[src/rtl/led_trail_pwm.sv]
// LED chaser trail: each lit channel jumps to full brightness, then fades in
// DECAY_STEP steps per prescaler tick, rendered as active-low PWM per channel.
module led_trail_pwm #(
  parameter int NUMBER_OF_LEDS = 6,
  parameter int PWM_BITS       = 8,
  parameter int DECAY_CYCLES   = 'd135000,
  parameter int DECAY_STEP     = 16
) (
  input  logic                      clk,
  input  logic                      rst,
  input  logic [NUMBER_OF_LEDS-1:0] pattern_in,
  output logic [NUMBER_OF_LEDS-1:0] led
);

  localparam int PRESC_W = (DECAY_CYCLES > 1) ? $clog2(DECAY_CYCLES) : 1;
  localparam logic [PRESC_W-1:0]  PRESC_LAST = PRESC_W'(DECAY_CYCLES - 1);
  localparam logic [PWM_BITS-1:0] LEVEL_MAX  = {PWM_BITS{1'b1}};
  localparam logic [PWM_BITS-1:0] STEP       = PWM_BITS'(DECAY_STEP);

  logic [NUMBER_OF_LEDS-1:0] pattern_q, pattern_d;
  logic [PRESC_W-1:0]        presc_q, presc_d;
  logic [PWM_BITS-1:0]       pwm_cnt_q, pwm_cnt_d;
  logic [PWM_BITS-1:0]       level_q [NUMBER_OF_LEDS];
  logic [PWM_BITS-1:0]       level_d [NUMBER_OF_LEDS];
  logic [NUMBER_OF_LEDS-1:0] led_q, led_d;
  logic                      tick_s;

  // Next-state logic for prescaler, PWM counter, levels and LED drive.
  always_comb begin
    pattern_d = pattern_in;
    tick_s    = (presc_q == PRESC_LAST);
    presc_d   = tick_s ? {PRESC_W{1'b0}} : presc_q + PRESC_W'(1);
    pwm_cnt_d = pwm_cnt_q + PWM_BITS'(1);
    level_d   = level_q;
    led_d     = led_q;
    for (int i = 0; i < NUMBER_OF_LEDS; i++) begin
      // A lit input wins over a decay tick in the same cycle.
      if (!pattern_q[i]) begin
        level_d[i] = LEVEL_MAX;
      end else if (tick_s) begin
        level_d[i] = (level_q[i] > STEP) ? level_q[i] - STEP : {PWM_BITS{1'b0}};
      end else begin
        level_d[i] = level_q[i];
      end
      led_d[i] = !((level_q[i] == LEVEL_MAX) || (pwm_cnt_q < level_q[i]));
    end
  end

  // State registers with synchronous reset.
  always_ff @(posedge clk) begin
    if (rst) begin
      pattern_q <= {NUMBER_OF_LEDS{1'b1}};
      presc_q   <= {PRESC_W{1'b0}};
      pwm_cnt_q <= {PWM_BITS{1'b0}};
      led_q     <= {NUMBER_OF_LEDS{1'b1}};
      for (int i = 0; i < NUMBER_OF_LEDS; i++) begin
        level_q[i] <= {PWM_BITS{1'b0}};
      end
    end else begin
      pattern_q <= pattern_d;
      presc_q   <= presc_d;
      pwm_cnt_q <= pwm_cnt_d;
      led_q     <= led_d;
      for (int i = 0; i < NUMBER_OF_LEDS; i++) begin
        level_q[i] <= level_d[i];
      end
    end
  end

  assign led = led_q;

endmodule

[config.mk]
export PLATFORM = sky130hd
export DESIGN_NAME = led_trail_pwm
export DESIGN_NICKNAME = d
export VERILOG_FILES = /design/src/rtl/led_trail_pwm.sv
export SDC_FILE = /design/constraint.sdc
export NUM_CORES = 1
export LEC_CHECK = 0
export CAP_MARGIN = 5
export CORE_AREA = 2 2 95 97
export CTS_CLUSTER_DIAMETER = 200
export CTS_CLUSTER_SIZE = 8
export DETAILED_ROUTE_END_ITERATION = 8
export DIE_AREA = 0 0 97 99
export GPL_ROUTABILITY_DRIVEN = 0
export HOLD_SLACK_MARGIN = 0.06
export PLACE_DENSITY = 0.6
export SLEW_MARGIN = 20
export SYNTH_ARGS = -nofsm -noshare
export SYNTH_HDL_FRONTEND = slang
export SYNTH_SLANG_ARGS = --single-unit
[constraint.sdc]
create_clock -name clk -period 2.8 [get_ports clk]
set_clock_uncertainty 0.05 [all_clocks]
set_input_delay 0.28 -clock clk [delete_from_list [all_inputs] [get_ports clk]]
set_output_delay 0.28 -clock clk [all_outputs]
set_load 0.005 [all_outputs]
==> results of run 1 <==
-- worst min-delay path by stage --
stage                                   end  slack, ns  cells after the start
global placement      presc_q[0]$_SDFF_PP0_       0.40                      1
floorplan           pattern_q[0]$_SDFF_PP1_       0.33                      1
finish                presc_q[0]$_SDFF_PP0_       0.42                      1
global route        pattern_q[0]$_SDFF_PP1_       0.43                      2
detailed placement    presc_q[0]$_SDFF_PP0_       0.41                      1
CTS                 pattern_q[1]$_SDFF_PP1_       0.42                      2
-- metal layers --
metal / vias to the layer above / wire length (um)
li1: 1684 / -
met1: 1543 / 4300
met2: 34 / 4064
met3: 10 / 281
met4: 0 / 113
met5: - / 0
-- report_power, final --
part / leakage (nW) / internal, mW / switching, mW / total [mW]
clock: 0.102 / 0.461 / 0.393 / 0.854
sequential: 0.560 / 1.02 / 0.0632 / 1.08
combinational: 1.23 / 0.149 / 0.156 / 0.305
-- registers in the layout, summed over array words and instances (netlist names) --
signal,flops
pwm_cnt_q,8
led,6
pattern_q,6
presc_q,18
level_q,30
-- area by class of cell --
cell class	instances	area [um^2]
Clock buffer	11	151.4
Multi-Input combinational cell	340	2440
Fill cell	823	4114
Inverter	36	135.1
Tap cell	108	135.1
Timing Repair Buffer	17	155.1
Sequential cell	68	1361
Clock inverter	5	58.81
-- kinds of logic after synthesis --
kind of cell | synth area share (%)
XOR/XNOR | 4.818
buffers and inverters | 4.944
AND/OR/NAND/NOR | 20.96
AO/OA/AOI/OAI | 15.83
flip-flops | 34.04
adder cells (fa/ha/maj) | 19.40
-- through the flow --
step,hold slack [ns],setup slack (ns),std cells
floorplan,0.3338,0.7562,456
global placement,0.3961,0.5292,569
detailed placement,0.4120,0.4525,569
CTS,0.4184,0.4191,585
global route,0.4309,0.2073,585
finish,0.4245,0.4434,585
-- synth_stat cells --
| cell | number | area, um^2 |
|---|---|---|
| nand2_1 | 20 | 75.07 |
| a211oi_1 | 7 | 52.55 |
| buf_2 | 2 | 10.01 |
| nand2b_1 | 12 | 75.07 |
| nand4_1 | 26 | 162.7 |
| nand3_2 | 1 | 10.01 |
| nor3_1 | 2 | 10.01 |
| ha_1 | 62 | 775.7 |
| a21o_1 | 17 | 127.6 |
| nor4_4 | 1 | 21.27 |
| o21ai_0 | 11 | 55.05 |
| and4_1 | 1 | 8.760 |
| nor4_1 | 5 | 31.28 |
| nor2b_1 | 1 | 6.260 |
| or4_1 | 5 | 37.54 |
| and4bb_1 | 1 | 12.51 |
| a31oi_1 | 24 | 150.1 |
| inv_1 | 36 | 135.1 |
| and3_1 | 7 | 43.79 |
| a21oi_1 | 34 | 170.2 |
| or2_1 | 1 | 6.260 |
| xor2_1 | 17 | 148.9 |
| nor2_1 | 35 | 131.4 |
| xnor2_1 | 5 | 43.79 |
| a2111oi_0 | 2 | 17.52 |
| and4_2 | 1 | 10.01 |
| and4bb_2 | 1 | 12.51 |
| buf_6 | 2 | 22.52 |
| or3_1 | 9 | 56.30 |
| dfxtp_1 | 68 | 1361 |
| or2_2 | 6 | 37.54 |
| nand3_1 | 18 | 90.09 |
| o21a_1 | 4 | 30.03 |
| clkbuf_1 | 8 | 30.03 |
| o211ai_1 | 4 | 30.03 |
-- worst max-delay path, cell delays in order (launching register included) --
cell      delay (ns)
dfxtp_1         0.39
ha_1            0.26
and4bb_1        0.24
nand2_1         0.18
or2_1           0.27
buf_4           0.21
or4_1           0.51
a31oi_1         0.17
==> metrics, run 1 <==
status finished, final reports clean; Die H 99 um; initial antenna violation count 0; Finished Core Util 51.89%; r2r setup slk about 0.44 ns; synthesized flop and latch total 68; CP Class reg2reg; drt pass-1 iters 5; Max Fclk 424.3 MHz; largest net degree at the start of global routing 53; CP arrival 2.57 ns; Tcrit/Tclk final 84.16%; post-DP HPWL 6.215 mm; final setup violation count 0; number of global-route vias before repair 3080; sequential share of the synthesized area about a third; maxcap violations 0; HP Class reg2reg; row count 34; DR WL/cell 14.97 um; r2r startpoint presc_q[0]$_SDFF_PP0_; met1 usage between 20% and 30%; CTS Buf Count 9; static leakage around 1.9 nW; crit path capture type flip-flop; M2 GR Usage between 30% and 40%; H-tree depth 3; Clk Latency, worst-skew pair around 0.35 ns; Power Dens Cells 505.4 nW/um^2; Worst slew margin 56.69%; Slew @ Worst Pin between 0.6 and 0.7 ns; peak supply drop 0.3265 mV; CTS clock-pin slew for the worst setup and hold paths 0.08 ns; GRT Total Usage 19.19%; Post-Syn Nets 526; clk buf depth 2; first-pass GRT wire length 14.94 mm; Final Hold Viols 0; Overflow after GRT 0; PortBufs 13; Netlist Area Pre-Place 3999 um^2; DRC 0; Initial Util 46.77%; Design Power around 2.2 mW; Setup Fix Bufs, Post-CTS 0; CTS tree yes; final WL a little under 9 mm; final setup TNS 0 ns; CTS root buffer clkbuf_8; Horiz. Die Dim between 90 and 100 um; Top Ports 14; synthesized netlist cell count 456; dpl cell area 4227 um^2; crit path to level_q[15]$_SDFFE_PP0P_; Iteration-0 DRC Markers 76; ANT nets after route 0; crit path max fanout 23; Area Growth Syn to Fin 10.95%; fraction of layout cells with a size suffix above 1 6.499%; Final min period about 2.4 ns; Ys Warns 0; R2R depth 7; syn_area_per_cell 8.769 um^2; die area 9603 um^2; RSZ-0062 raised after global routing false; most common cell after layout, fill and taps aside dfxtp_1; Vias/cell between 5 and 6; nets approximately 540; worst hold start presc_q[0]$_SDFF_PP0_; via count 3271; CP Launch Point presc_q[0]$_SDFF_PP0_; CORE AREA 8551 um^2; met3 Use GR slightly above 4%; leading cell types in the layout, fill and taps excluded dfxtp_1, ha_1, inv_1; Slew Viols, Final 0; Reg2Reg Capture Point level_q[15]$_SDFFE_PP0P_; clk sink count 68; Req. time, crit path between 3 and 4 ns; Post-CTS Hold Fix Bufs 0; Worst Setup Start Kind flip-flop; Antenna diodes 0; layer with the highest usage met2; Netlist cell types 35; post-CTS sizing 0; post-route cell area approximately 4400 um^2
(Power assumes the default switching activity.)
==> run 2: changes to the inputs <==
Settings changed: PLACE_DENSITY 0.6 to 0.62.
Clock period 2.8 ns to 2.1 ns, I/O delays scaled along.
==> run 2 against run 1 <==
Via count is 3.7% higher. Setup slack worse by 0.39 ns. Clock power is 31% higher. Fmax is 15% higher. Final area is 4.4% higher. Critical path depth stayed put. Critical endpoint is now level_q[31]$_SDFFE_PP0P_. Highest routed layer unchanged.
==> metrics, run 2 (synthesized netlist as in run 1, its figures left out) <==
status finished, final reports clean; first-pass GRT wire length 15.58 mm (+4.3%); crit path max fanout 10 (-57%); CP max stage delay 0.49 ns (-0.02 ns); Worst Path Buf+Inv 1 (unchanged); Placed Cells 584 (+2.6%); Flop pwr share 48.1% (-0.2 points); Initial Util 46.77% (unchanged); die area 9603 um^2 (unchanged); Crit path max-delay family simple AND/OR/NAND/NOR gates; internal power 2.185 mW (+34%); clk sink count 68 (unchanged); final setup TNS 0 ns (unchanged); Largest register FFs 30 (unchanged); Overflow after GRT 0 (unchanged); final setup violation count 0 (unchanged); Max Fclk 488.0 MHz (+15%); Top Registers level_q (30), presc_q (18), pwm_cnt_q (8); drt pass-1 iters 4 (-1); Slew @ Worst Pin 0.5125 ns (-0.1371 ns); Worst slew margin 65.78% (+9.1 points); Power Dens Cells 647.6 nW/um^2 (+28%); pre-CTS setup slack 0.07547 ns (-0.3770 ns); Vias/cell 5.635 (+0.77%); Switching Fraction 27.19% (-0.087 points); nets 559 (+3.1%); Post-CTS Hold Fix Bufs 0 (unchanged); leading cell types in the layout, fill and taps excluded dfxtp_1, ha_1, inv_1; GRT Total Usage 19.81% (+0.62 points); Final Hold Viols 0 (unchanged); Finished Core Util 54.19% (+2.3 points); Logic pwr share 14.4% (+0.8 points); HP Class in2reg; ANT nets after route 0 (unchanged); dpl cell area 4364 um^2 (+3.3%); Area Growth Syn to Fin 15.86%; maxcap violations 0 (unchanged); Die H 99 um (unchanged); final setup margin 0.05078 ns (-0.3926 ns); static leakage 1.992 nW (+5.5%); CP arrival 2.26 ns (-0.31 ns); row count 34 (unchanged); CTS root buffer clkbuf_8; CTS Buf Count 9 (unchanged); H-tree depth 3 (unchanged); CORE AREA 8551 um^2 (unchanged); fraction of layout cells with a size suffix above 1 10.73% (+4.2 points); number of global-route vias before repair 3390 (+10%); Antenna diodes 0 (unchanged); slowest stage cell, crit path or4_1; DRC 0 (unchanged); initial antenna violation count 0 (unchanged); largest net degree at the start of global routing 33 (-38%); CP Class reg2reg; Clk Latency, worst-skew pair 0.35 ns (about the same); Req. time, crit path 2.31 ns (-0.71 ns); final WL 8.901 mm (+1.6%); via count 3392 (+3.7%); Sw Pwr 0.8159 mW (+33%); Cell Chain, Critical Path ha_4, and4bb_1, nand2_1, or2_4, buf_8, or4_1, a31oi_1; final cell count without fillers 602 (+2.9%); r2r setup slk 0.05 ns (-0.39 ns); Top Ports 14 (unchanged); CTS tree yes; Iteration-0 DRC Markers 134 (+76%); CTS clock-pin slew for the worst setup and hold paths 0.07 ns (about the same); Final min period 2.049 ns (-0.3074 ns); DR WL/cell 14.79 um (-1.2%); Horiz. Die Dim 97 um (unchanged); most common cell after layout, fill and taps aside dfxtp_1; Largest Register level_q; post-route cell area 4633 um^2 (+4.4%); PortBufs 13 (unchanged); post-DP HPWL 6.269 mm (+0.87%); Tcrit/Tclk final 97.58% (+13 points); clk buf depth 2 (unchanged); peak supply drop 0.3340 mV (+2.3%); Slew Viols, Final 0 (unchanged); Clk pwr share 37.5% (-0.6 points); crit path capture type flip-flop; Worst Setup Start Kind flip-flop
[run 2: changes by cell type in the layout (fill, tap and decap cells not counted), sizes merged]
cell / previous run / this run
buf: 5 / 22
clkbuf: 11 / 12
clkinv: 1 / 2
clkinvlp: 2 / 1
inv: 37 / 36
[run 2: repair_timing]
action,CTS,global route
setup endpoints to repair,0,9
resized for setup,0,11
endpoints found under the hold margin,0,0
setup buffers,0,2
[run 2: layout make-up]
cell class | instances | area, um^2
fillers | 808 | 3918
multi-input cells | 340 | 2474
flip-flops and latches | 68 | 1364
repair buffers | 34 | 322.8
clock buffers | 12 | 155.1
inverters | 36 | 135.1
well taps | 108 | 135.1
clock inverters | 4 | 47.55
[run 2: worst register-to-register path, delay by kind of cell (launching register included)]
kind | cells | cell delay, ns
AND/OR/NAND/NOR | 4 | 1.10
buffers and inverters | 1 | 0.14
AO/OA/AOI/OAI | 1 | 0.19
flip-flops | 1 | 0.35
adder cells (fa/ha/maj) | 1 | 0.14
[run 2: final timing paths]
| path | end | startpoint | cells after the start |
|---|---|---|---|
| max | level_q[31]$_SDFFE_PP0P_ | presc_q[0]$_SDFF_PP0_ | 7 |
| min | level_q[5]$_SDFFE_PP0P_ | rst | 2 |
| max reg2reg | level_q[31]$_SDFFE_PP0P_ | presc_q[0]$_SDFF_PP0_ | 7 |
| min reg2reg | level_q[47]$_SDFFE_PP0P_ | level_q[47]$_SDFFE_PP0P_ | 2 |
[run 2: routing by layer]
layer  track usage, %  part of all wire, %  routed length, um
met1            25.63                   48               4306
met2            32.91                   46               4096
met3            3.333                  3.5                311
met4            8.234                  2.1                188
met5                0                    0                  0
[run 2: metrics by stage]
stage	total power, mW	hold slack, ns
after floorplan	1.747	0.2638
after global placement	1.881	0.4435
after detailed placement	1.896	0.4412
after CTS	3.021	0.2486
after global routing	3.171	0.2968
final	3.001	0.2636
[run 2: power by group through the flow]
stage,registers [mW],logic (mW),clock network [mW]
6_report,1.44,0.431,1.12
5_1_grt,1.46,0.502,1.21
4_1_cts,1.44,0.429,1.15
3_5_place_dp,1.47,0.426,0
3_3_place_gp,1.47,0.412,0
2_1_floorplan,1.45,0.299,0
